`config.mk`:
```
export PLATFORM = sky130hd
export DESIGN_NAME = ncl_count_capture32
export DESIGN_NICKNAME = d
export VERILOG_FILES = /design/src/rtl/ncl_count_capture32.sv
export SDC_FILE = /design/constraint.sdc
export NUM_CORES = 1
export LEC_CHECK = 0
export ABC_CLOCK_PERIOD_IN_PS = 2340
export BUFFER_PORTS_ARGS = -buffer_cell sky130_fd_sc_hd__buf_2
export CAP_MARGIN = 0
export CORE_UTILIZATION = 32
export DETAILED_ROUTE_END_ITERATION = 10
export HOLD_SLACK_MARGIN = 0.08
export PLACE_DENSITY = 0.6
export SYNTH_ARGS = -nofsm -noshare
export SYNTH_HDL_FRONTEND = slang
export SYNTH_SLANG_ARGS = --single-unit
export TNS_END_PERCENT = 100
```
`constraint.sdc`:
```
create_clock -name clk -period 2.34 [get_ports clk]
set_input_delay 0.468 -clock clk [delete_from_list [all_inputs] [get_ports clk]]
set_output_delay 0.468 -clock clk [all_outputs]
set_load 0.01 [all_outputs]
```
`src/rtl/ncl_count_capture32.sv`:
```
// Clocked consumer for a 32-digit dual-rail NCL counter; captures DATA wavefronts to a valid/ready word.
// Optional NCL_CAPTURE_SEQ_CHECK_EN flags captured words that are not previous+1.
module ncl_count_capture32 (
    input  logic        clk,
    input  logic        init_n,
    input  logic [63:0] count,
    output logic [31:0] countCOMP,
    output logic [31:0] cnt_q,
    output logic        cnt_vld,
    input  logic        cnt_rdy,
    output logic        rail_err,
    output logic        seq_err
);
    typedef enum logic {
        REQ_DATA = 1'b0,
        REQ_NULL = 1'b1
    } state_t;

    state_t      r_state;
    state_t      w_next;
    logic [63:0] r_s1;
    logic [63:0] r_s;
    logic [63:0] r_s_d;
    logic [31:0] r_q;
    logic        r_vld;
    logic        r_rail_err;
    logic [31:0] w_d1;
    logic [31:0] w_d0;
    logic        w_all_data;
    logic        w_all_null;
    logic        w_bad;
    logic        w_stable;
    logic        w_free;
    logic        w_capture;

    always_comb begin
        w_d1 = '0;
        w_d0 = '0;
        for (int i = 0; i < 32; i++) begin
            w_d1[i] = r_s[2*i+1];
            w_d0[i] = r_s[2*i];
        end
    end

    assign w_all_data = &(w_d1 ^ w_d0);
    assign w_all_null = ~|r_s;
    assign w_bad      = |(w_d1 & w_d0);
    assign w_stable   = (r_s == r_s_d);
    assign w_free     = !r_vld || cnt_rdy;

    // count is asynchronous to clk: two-flop sync, third stage for stability
    always_ff @(posedge clk or negedge init_n) begin
        if (!init_n) begin
            r_s1  <= '0;
            r_s   <= '0;
            r_s_d <= '0;
        end else begin
            r_s1  <= count;
            r_s   <= r_s1;
            r_s_d <= r_s;
        end
    end

    always_ff @(posedge clk or negedge init_n) begin
        if (!init_n) r_state <= REQ_DATA;
        else         r_state <= w_next;
    end

    always_comb begin
        w_next    = r_state;
        w_capture = 1'b0;
        unique case (r_state)
            REQ_DATA: begin
                if (w_all_data && w_stable && !w_bad && w_free) begin
                    w_capture = 1'b1;
                    w_next    = REQ_NULL;
                end
            end
            REQ_NULL: begin
                if (w_all_null && w_stable) w_next = REQ_DATA;
            end
        endcase
    end

    always_ff @(posedge clk or negedge init_n) begin
        if (!init_n) begin
            r_q        <= '0;
            r_vld      <= 1'b0;
            r_rail_err <= 1'b0;
        end else begin
            if (w_capture) begin
                r_q   <= w_d1;
                r_vld <= 1'b1;
            end else if (r_vld && cnt_rdy) begin
                r_vld <= 1'b0;
            end
            if (w_bad) r_rail_err <= 1'b1;
        end
    end

`ifdef NCL_CAPTURE_SEQ_CHECK_EN
    logic r_have;
    logic r_seq_err;

    // r_q still holds the previous capture when the next one is taken
    always_ff @(posedge clk or negedge init_n) begin
        if (!init_n) begin
            r_have    <= 1'b0;
            r_seq_err <= 1'b0;
        end else if (w_capture) begin
            r_have <= 1'b1;
            if (r_have && (w_d1 != r_q + 32'd1)) r_seq_err <= 1'b1;
        end
    end

    assign seq_err = r_seq_err;
`else
    assign seq_err = 1'b0;
`endif

    assign countCOMP = {32{r_state == REQ_NULL}};
    assign cnt_q     = r_q;
    assign cnt_vld   = r_vld;
    assign rail_err  = r_rail_err;
endmodule
```
# [Yosys cells after proc, flatten, opt, wreduce, memory -nomap -nowiden]
# Cells that the tools add are included.
[totals] regBits=227 out_inout_bits=67
[op_classes] eq_ne=1 muxes=6 bitwise=3 reduce_logical=13
[ops] op="$eq 64x64->1" count=1
[ops] op="$reduce_or 64->1" count=1
[ops] op="$and 32x32->32" count=1
[ops] op="$reduce_and 32->1" count=1
[ops] op="$reduce_or 32->1" count=1
[ops] op="$xor 32x32->32" count=1
[ops] op="$logic_and 1x1->1" count=5
[ops] op="$mux 1" count=5
[ops] op="$logic_not 1->1" count=3
[ops] op="$pmux 1 s2" count=1
[ops] op="$reduce_bool 2->1" count=1
[ops] op="$logic_or 1x1->1" count=1
[ops] op="$not 1->1" count=1

# [Depth between registers and ports, before layout]
# Gate-level depths: netlist of run 1.
[depth] word_depth=8 depth_mapped=9 mapped_depth_nobuf=7

# [Worst setup path before layout of run 1]
# No wires, ideal clock.
[synth_timing] kind="register to register" startpoint="register r_s[17]" endpoint="register r_q[10], in the netlist cnt_q[10]" setup_time_ps=125 arrival_time_ps=2153 t_required_ps=2215 setup_slack_ps=62 path_stages_with_launch=9 period_less_slack_ps=2278 path_cell_list="dfrtp_1 -> xnor2_1 -> nand4_1 -> nor4_1 -> nand4_1 -> or4_1 -> buf_6 -> buf_12 -> mux2_4"
[synth_between] elab_chain_cells=7 elab_cells_between_ends=11 classes_between="1 x eq/ne; 2 x mux; 2 x bitwise; 6 x reduce/logical"
[synth_rtl] item="from (decl)" line_no="22" rtl="logic [63:0] r_s;"
[synth_rtl] item="from (signal assigned)" line_no="59" rtl="r_s <= r_s1;"
[synth_rtl] item="$xor 32x32->32 / $and 32x32->32 (equally long branches)" line_no="45, 47"
[synth_rtl] item="$reduce_and 32->1 / $reduce_or 32->1 (equally long branches)" line_no="45, 47"
[synth_rtl] item="$logic_and 1x1->1 / $logic_not 1->1 (equally long branches)" line_no="74" rtl="if (w_all_data && w_stable && !w_bad && w_free) begin"
[synth_rtl] item="$logic_and 1x1->1 (*) (2 in a row)" line_no="74"
[synth_rtl] item="$mux 1 (*)" line_no="74"
[synth_rtl] item="$mux 1 (*)" line_no="72" rtl="unique case (r_state)"
[synth_rtl] item="to (signal assigned)" line_no="92" rtl="r_q <= w_d1;"
[synth_rtl] item="to (decl)" line_no="24" rtl="logic [31:0] r_q;"
# Mark *: on every way between the ends. The rest lies on a longest branch, timed or not.
# A chain may end at the register's enable or synchronous reset.

# [Final worst setup path of run 1]
[layout_timing] startpoint="register r_s[51]" endpoint="register r_q[5], in the netlist cnt_q[5]"
# The elaborated chain is that of the path after synthesis.

==> results of run 1 <==
## kinds of logic (layout without fill, tap and decap cells)
group / count (synthesis) / in the layout / synth area share (%)
AO/OA/AOI/OAI: 1 / 1 / 0.0592
multiplexers: 32 / 32 / 5.51
XOR/XNOR: 64 / 64 / 6.63
AND/OR/NAND/NOR: 60 / 60 / 4.46
adder cells (fa/ha/maj): 64 / 64 / 9.47
buffers and inverters: 101 / 368 / 6.62
other: 1 / 1 / 0.0444
flip-flops: 227 / 227 / 67.2
## worst register-to-register path: stages (launching register included)
cell	delay, ns
dfrtp_2	0.47
xnor2_2	0.15
nand4_1	0.13
nor4_2	0.29
buf_4	0.15
nand4_1	0.11
or4_4	0.62
buf_12	0.20
mux2_4	0.32
## what timing repair did
action                                 in CTS  in global routing
setup endpoints to repair                  34                 34
resized for setup                          18                  3
hold buffers                               63                  0
pin swaps                                   9                  1
endpoints found under the hold margin     128                  0
## where the power goes
| group | internal [W] | switching [W] | leakage (nW) | total [W] |
|---|---|---|---|---|
| combinational | 0.000316 | 0.000269 | 2.60 | 0.000584 |
| clock | 0.00227 | 0.00156 | 0.394 | 0.00382 |
| sequential | 0.00410 | 0.000119 | 2.71 | 0.00422 |
| total | 0.00668 | 0.00194 | 5.71 | 0.00862 |
## routing by layer
layer	vias up	GRT usage (%)	part of all wire, %
li1	2256	-	-
met1	2324	19.7	46
met2	135	23.6	47
met3	22	2.59	5.5
met4	0	2.79	1.3
met5	-	0	0
## worst min path at each step
stage,from,to,cells past startpoint
after floorplan,init_n,cnt_q[0],0
after global placement,r_s1[1],r_s[1],0
after detailed placement,r_s1[20],r_s[20],0
after CTS,count[6],r_s1[6],1
after global routing,count[6],r_s1[6],1
final,count[38],r_s1[38],1
## sequential cells by signal, summed over array words and instances (netlist names)
name      count
rail_err      1
r_s_d        64
r_s1         64
cnt_q        32
r_state       1
r_s          64
cnt_vld       1
## area by class of cell
class                      instances  area share, %
clock buffer                      32           5.95
clock inverter                    13           1.23
inverter                          64           2.13
multi-input combinational        222           20.3
sequential                       227           50.4
tap                              335           3.71
timing repair buffer             259           16.3
## cell usage after synthesis
| master | number |
|---|---|
| ha_1 | 64 |
| nor4_2 | 2 |
| or3_1 | 1 |
| inv_1 | 64 |
| buf_4 | 33 |
| or4_1 | 1 |
| buf_6 | 1 |
| mux2_4 | 28 |
| nor2_1 | 1 |
| o21ai_0 | 1 |
| nor3_1 | 1 |
| xnor2_1 | 64 |
| conb_1 | 1 |
| nand2_1 | 3 |
| buf_12 | 3 |
| nand3_1 | 3 |
| nand4_1 | 33 |
| mux2_2 | 4 |
| nand2b_1 | 1 |
| nand4b_1 | 1 |
| nor4_1 | 13 |
| dfrtp_1 | 227 |
## metrics by stage
| step | hold slack, ns | utilization [%] | TNS, ns | std cells |
|---|---|---|---|---|
| after floorplan | 0.172 | - | 0 | 550 |
| after global placement | 0.332 | 37.5 | -15.21 | 1044 |
| after detailed placement | 0.335 | 37.5 | -15.60 | 1044 |
| after CTS | 0.0815 | 43.4 | -5.99 | 1152 |
| after global routing | 0.0851 | 43.5 | -11.30 | 1152 |
| final | 0.0987 | 43.5 | -6.21 | 1152 |
==> results_dict.tcl, run 1 <==
set metrics [dict create \
    status "complete, but fails checks" \
    violations "negative setup slack" \
    slew_headroom_pct 61.2 \
    insertion_delay_ns 0.52 \
    slowest_stage "or4_4" \
    netlist.area_leader.share_pct 67.2 \
    final_nets 930 \
    hp-class "input port to flip-flop" \
    fmax_mhz 390 \
    grt_usage_pct 14.3 \
    timing.rr.start "r_s[51]" \
    antenna_found_initial 0 \
    peakVddDrop_v 0.000461 \
    reg2reg_depth 8 \
    r2r_end "cnt_q[5]" \
    path_clk_slew_ns 0.06 \
    endpoint "cnt_q[5]" \
    post-route-cell-area_um2 11300 \
    netlist_instances 550 \
    mostFrequentLayoutCell "dfrtp_1" \
    grt_max_degree 74 \
    p_per_area_nw_per_um2 763 \
    slew_violations 0 \
    post-place-ws_ns -0.515 \
    finalPower_w 0.00862 \
    syn_area_um2 8450 \
    fin_ws_ns -0.223 \
    initialDrtViolationCount 135 \
    setup_viol 32 \
    critPathKind "flip-flop to flip-flop" \
    vias 4737 \
    syn-num-nets 681 \
    startpoint "r_s[51]" \
    io_buffers 132 \
    cp_max_fo 15 \
    worstMarginPinSlew_ns 0.581 \
    cts_max_level 1 \
    cts_buffer_depth 3 \
    yosysSeqAreaShare_pct 67.2 \
    worst-r2r-setup-slack_ns -0.22 \
    grt_pass1_vias 5121 \
    ys.warnings.count 0 \
    diodes 0 \
    synth.avg_cell_area_um2 15.4 \
    critPathBufInv 2 \
    wl_per_cell_um 15.8 \
    hold_viol 0 \
    cts_tree "done" \
    crit_cells 8 \
    routed_wl_mm 18.2 \
    grt_remaining_overflow 0 \
    area_growth_pct 33.6 \
    final_cell_mix "220 x dfrtp_1, 131 x buf_2, 64 x inv_1, 64 x ha_1, 63 x dlygate4sd3_1" \
    fin_crit_sh_pct 110 \
    path_delay_family "simple AND/OR/NAND/NOR gates" \
    first_pass_iters 4 \
    fin_skew_ns 0.0204 \
    vias_per_cell 4.11 \
    drtAntennaViolNets 0 \
    p_leak_nw 5.71 \
    worst_ep_required_time_ns 2.73 \
    multi_input_comb_area_um2 2300 \
    initial_core_util_pct 32.5 \
    seqCellArea_um2 5690 \
    die_w_um 165 \
    std_cell_rows 59 \
    ys_types 22 \
    core_um2 26000 \
    fp.dieH_um 165 \
    cts_buffers 25 \
    grt_pass1_wl_mm 28.9 \
    numClockSinks 227 \
    maxCapViolations 0 \
    root_buffer "clkbuf_16" \
    placed_area_um2 9750 \
    drc_errors 0 \
    max_stage_delay_ns 0.62 \
    layout-drive-gt1-share_pct 35.4 \
    ys_ff_latch 227 \
    rsz0062_at_grt "yes" \
    io_pins 134 \
    synth.area.top_cells "dfrtp_1 67%, ha_1 9.5%, xnor2_1 6.6%" \
    dieArea_um2 27100 \
    cp-start-kind "flip-flop" \
    post-route-min-period_ns 2.56 \
    num-fill-cells 2384 \
    end_kind "flip-flop" \
    synth_top_cell_by_area "dfrtp_1" \
    dp.final_hpwl_mm 13.1 \
    path_cells "xnor2_2 -> nand4_1 -> nor4_2 -> buf_4 -> nand4_1 -> or4_4 -> buf_12 -> mux2_4" \
    worst_ep_arrival_time_ns 2.95 \
    path_common_cell "nand4_1" \
    gp_congestion 0.850 \
    cts_setup_buffers 0 \
]
Note: power is estimated with default switching activity, not from simulation.
==> run 2, diff against run 1 <==
CORE_ASPECT_RATIO = 1.5   (was not set)
==> run 2 against run 1 <==
The flow still finishes with violations (negative setup slack). Sequential power barely moved. Maximum frequency fell by 0.34%. Sequential share of layout area rose by 0.10 points. Global-route usage fell by 0.083 points. Die area barely moved. Clock power fell by 3%. Critical endpoint is now cnt_q[17]. Largest cell class unchanged. Largest power group unchanged. Highest routed layer unchanged.
==> results_dict.tcl, run 2 (synthesis results as in run 1) <==
set metrics [dict create \
    finalPower_w 0.00851 \
    rsz0062_at_grt "yes" \
    cts_tree "done" \
    final_util_pct 43.8 \
    root_buffer "clkbuf_16" \
    maxCapViolations 0 \
    final_cell_mix "203 x dfrtp_1, 131 x buf_2, 63 x xnor2_1" \
    dieArea_um2 27100 \
    post-route-min-period_ns 2.57 \
    fp.dieH_um 201 \
    drc_errors 0 \
    first_pass_iters 6 \
    cts_buffer_depth 3 \
    hold_viol 0 \
    hp-class "input port to flip-flop" \
    p_per_area_nw_per_um2 752 \
    placed_area_um2 9670 \
    num-fill-cells 2292 \
    mostFrequentLayoutCell "dfrtp_1" \
    layout-drive-gt1-share_pct 38.5 \
    vias 4732 \
    area_growth_pct 33.9 \
    seqCellArea_um2 5710 \
    cp-start-kind "flip-flop" \
    slew_violations 0 \
    met3_usage_pct 1.87 \
    max_stage_delay_ns 0.64 \
    status "complete, but fails checks" \
    grt_pass1_wl_mm 29.0 \
    startpoint "r_s[35]" \
    cp_max_fo 10 \
    fin_crit_sh_pct 110 \
    timing.rr.start "r_s[35]" \
    grt_usage_pct 14.2 \
    setup_viol 32 \
    end_kind "flip-flop" \
    wl_per_cell_um 16.3 \
    violations "negative setup slack" \
    path_clk_slew_ns 0.06 \
    io_pins 134 \
    antenna_found_initial 0 \
    cts_buffers 22 \
    grt_pass1_vias 5163 \
    top_regs "r_s1 x64, r_s x64, r_s_d x64" \
    final_nets 922 \
    initial_core_util_pct 32.7 \
    hold_slack_ns 0.0916 \
    multi_input_comb_area_um2 2310 \
    busiest_layer "met2" \
    r2r_end "cnt_q[17]" \
    insertion_delay_ns 0.49 \
    numClockSinks 227 \
    io_buffers 132 \
    fin_skew_ns 0.0114 \
    endpoint "cnt_q[17]" \
    diodes 0 \
    use_met2_pct 26.5 \
    p_leak_nw 5.64 \
    grt_max_degree 64 \
    fmax_mhz 389 \
    peakVddDrop_v 0.000645 \
    grt_remaining_overflow 0 \
    reg2reg_depth 7 \
    die_w_um 135 \
    critPathKind "flip-flop to flip-flop" \
    grtUsageMet1_pct 16.3 \
    dp.final_hpwl_mm 13.1 \
    post-route-cell-area_um2 11300 \
    fin_ws_ns -0.232 \
    worstMarginPinSlew_ns 0.545 \
    gp_congestion 0.839 \
    worst_ep_arrival_time_ns 2.94 \
    initialDrtViolationCount 147 \
    slowest_stage "or4_4" \
    vias_per_cell 4.15 \
    path_cells "buf_4 -> ha_1 -> nor4_2 -> nand4_1 -> or4_4 -> clkbuf_16 -> mux2_4" \
    slew_headroom_pct 63.6 \
    drtAntennaViolNets 0 \
    core_um2 25900 \
    cts_max_level 1 \
    worst-r2r-setup-slack_ns -0.23 \
    worst_ep_required_time_ns 2.71 \
    std_cell_rows 72 \
    routed_wl_mm 18.6 \
]
## run 2: cell types whose count changed in the layout (fill, tap and decap cells not counted), sizes merged
cell	change
dlygate4sd3	-6
clkinv	-3
buf	-1
bufinv	+1
clkinvlp	-1
inv	-1
## run 2: area by class of cell
cell class                 instances  share of cell area (%)
multi-input combinational        222                    20.5
tap                              333                    3.68
timing repair buffer             254                    16.4
inverter                          64                    2.15
sequential                       227                    50.5
clock inverter                     9                    1.15
clock buffer                      30                    5.67
## run 2: metrics by stage
stage	std cells	setup WS (ns)	TNS, ns
4_1_cts	1121	-0.210	-6.01
3_5_place_dp	1028	-0.507	-15.67
3_3_place_gp	1028	-0.501	-15.82
6_report	1139	-0.232	-6.62
5_1_grt	1139	-0.309	-9.26
2_1_floorplan	550	0.0624	0
## run 2: power breakdown
| part | leakage (nW) | internal, W | switching [W] | total (W) |
|---|---|---|---|---|
| registers | 2.70 | 0.00410 | 0.000127 | 0.00422 |
| clock network | 0.378 | 0.00226 | 0.00145 | 0.00370 |
| logic | 2.57 | 0.000317 | 0.000267 | 0.000584 |
| total | 5.64 | 0.00667 | 0.00184 | 0.00851 |
## run 2: layer usage
layer | vias to the layer above | routed length, um
li1 | 2223 | -
met1 | 2352 | 7150
met2 | 124 | 10200
met3 | 33 | 629
met4 | 0 | 588
met5 | - | 0
## run 2: repair_timing
action,CTS,global route
hold endpoints to repair,109,5
gates cloned,0,2
resized for setup,13,37
buffers inserted,2,11
hold buffers,52,5
pin swaps,4,9
setup endpoints to repair,34,34
## run 2: worst min-delay path by stage
stage,startpoint,endpoint,cells past startpoint,slack [ns]
after floorplan,init_n,cnt_q[0],0,0.17
after global placement,r_s1[57],r_s[57],0,0.33
after detailed placement,r_s1[0],r_s[0],0,0.33
after CTS,count[22],r_s1[22],1,0.08
after global routing,count[32],r_s1[32],1,0.08
final,count[32],r_s1[32],1,0.09
## run 2: worst max-delay path, delay by kind of cell, from the launching register on
family                     cells  cell delay, ns
buffers and inverters          2            0.37
adders and majority gates      1            0.20
DFF                            1            0.39
and+or+nand+nor                3            1.18
muxes                          1            0.29
==> run 3, diff against run 2 <==
PLACE_DENSITY = not set   (was 0.6)
PLACE_DENSITY_LB_ADDON = 0.25   (was not set)
==> run 3 against run 2 <==
The run still ends with negative setup slack left. Worst hold slack better by 0.20 ns. Setup slack better by 0.031 ns. Critical path depth up 1. Maximum frequency is 1.2% higher. Via count increased by 2.7%. Cell area grew 1.3%. Die area did not move. Total power is 1.6% higher. First-iteration DRC count increased by 36%. Critical path type unchanged.
==> results_dict.tcl, run 3 (synthesis results as in run 1) <==
set metrics [dict create \
    fin_ws_ns -0.201 \
    peakVddDrop_v 0.000503 \
    hold_slack_ns 0.293 \
    dieArea_um2 27100 \
    num-fill-cells 2332 \
    wl_per_cell_um 16.7 \
    p_leak_nw 5.73 \
    grt_pass1_vias 5394 \
    rsz0062_at_grt "yes" \
    mostFrequentLayoutCell "dfrtp_1" \
    root_buffer "clkbuf_16" \
    initialDrtViolationCount 200 \
    wl_met1_mm 7.74 \
    gp_congestion 0.839 \
    cp_max_fo 14 \
    worst_ep_arrival_time_ns 2.94 \
    drc_errors 0 \
    cts_buffers 23 \
    insertion_delay_ns 0.51 \
    maxCapViolations 0 \
    post-route-min-period_ns 2.54 \
    slowest_stage "or4_4" \
    dr.max_layer_used "met4" \
    hold_viol 0 \
    violations "negative setup slack" \
    final_cell_mix "205 x dfrtp_1, 131 x buf_2, 65 x dlygate4sd3_1, 65 x buf_4, 62 x ha_1" \
    top_regs "r_s1 x64, r_s x64, r_s_d x64" \
    grt_pass1_wl_mm 30.7 \
    dp.final_hpwl_mm 14.0 \
    io_pins 134 \
    io_buffers 132 \
    fp.dieH_um 201 \
    cts_tree "done" \
    status "complete, but fails checks" \
    worst_ep_required_time_ns 2.73 \
    numClockSinks 227 \
    critPathBufInv 2 \
    fin_skew_ns 0.0124 \
    slew_violations 0 \
    layout-drive-gt1-share_pct 39.2 \
    path_cells "inv_2 -> ha_4 -> nand4_1 -> nor4_2 -> nand3_1 -> or4_4 -> buf_12 -> mux2_4" \
    path_clk_slew_ns 0.06 \
    cts_max_level 1 \
    fin_crit_sh_pct 109 \
    finalPower_w 0.00865 \
    antenna_found_initial 0 \
    grt_usage_pct 15.1 \
    end_kind "flip-flop" \
    tns_ns -5.76 \
    routed_wl_mm 19.3 \
    hp-class "input port to flip-flop" \
    final_nets 940 \
    drtAntennaViolNets 0 \
    cts_buffer_depth 3 \
    first_pass_iters 4 \
    fmax_mhz 394 \
    vias 4859 \
    std_cell_rows 72 \
    vias_per_cell 4.19 \
    core_um2 25900 \
    wl_met2_mm 10.5 \
    grt_max_degree 70 \
    initial_core_util_pct 32.7 \
    grt_remaining_overflow 0 \
    met3_length_um 650 \
    path_delay_family "simple AND/OR/NAND/NOR gates" \
    setup_viol 32 \
    max_stage_delay_ns 0.61 \
    diodes 0 \
    die_w_um 135 \
    cp-start-kind "flip-flop" \
    critPathKind "flip-flop to flip-flop" \
    area_growth_pct 35.6 \
    p_per_area_nw_per_um2 755 \
]
## run 3: cell types whose count changed in the layout (fill, tap and decap cells not counted), sizes merged
| cell | delta |
|---|---|
| buf | +11 |
| dlygate4sd3 | +8 |
| clkbuf | -3 |
| clkinvlp | +3 |
| inv | +2 |
| clkinv | -1 |
## run 3: through the flow
step	area [um^2]	std cells	utilization, %	setup WS, ns
final	11500	1159	44.3	-0.201
after global routing	11500	1159	44.3	-0.267
after CTS	11300	1154	43.9	-0.192
after detailed placement	9640	1031	37.3	-0.640
after global placement	9640	1031	37.3	-0.610
after floorplan	8450	550	-	0.0624
## run 3: metal layers
metal / vias up / track usage [%]
li1: 2270 / -
met3: 27 / 1.84
met1: 2442 / 18.1
met2: 120 / 27.5
met4: 0 / 5.26
met5: - / 0
## run 3: repair_timing
| item | 4_1_cts | 5_1_grt |
|---|---|---|
| buffers inserted | 16 | 5 |
| endpoints found under the hold margin | 100 | 0 |
| hold buffers | 65 | 0 |
| resized for setup | 37 | 23 |
| pin swaps | 8 | 1 |
| setup endpoints to repair | 34 | 34 |
## run 3: cell type report
| class | count | area (um^2) | area share [%] |
|---|---|---|---|
| inverter | 64 | 240 | 2.10 |
| tap | 333 | 417 | 3.63 |
| sequential | 227 | 5710 | 49.8 |
| multi-input combinational | 222 | 2350 | 20.5 |
| clock inverter | 13 | 161 | 1.41 |
| clock buffer | 29 | 628 | 5.48 |
| timing repair buffer | 271 | 1950 | 17.0 |
## run 3: final timing paths
| kind | endpoint | start | depth (start not counted) | slack [ns] |
|---|---|---|---|---|
| setup / recovery | cnt_q[16] | r_s[63] | 8 | -0.20 |
| hold / removal | cnt_vld | cnt_rdy | 3 | 0.29 |
| setup reg to reg | cnt_q[16] | r_s[63] | 8 | -0.20 |
| hold reg to reg | r_s[6] | r_s1[6] | 0 | 0.35 |
| max in group asynchronous | r_s[51] | init_n | 3 | 1.20 |
| min in group asynchronous | r_s1[19] | init_n | 2 | 0.42 |
## run 3: power breakdown
group	total, W	switching [W]	internal, W
Clock	0.00381	0.00155	0.00225
Combinational	0.000619	0.000280	0.000340
Sequential	0.00423	0.000128	0.00410
## run 3: worst register-to-register path, cell delays in order, from the launching register on
cell	delay, ns
dfrtp_2	0.42
inv_2	0.06
ha_4	0.27
nand4_1	0.12
nor4_2	0.31
nand3_1	0.12
or4_4	0.61
buf_12	0.20
mux2_4	0.31
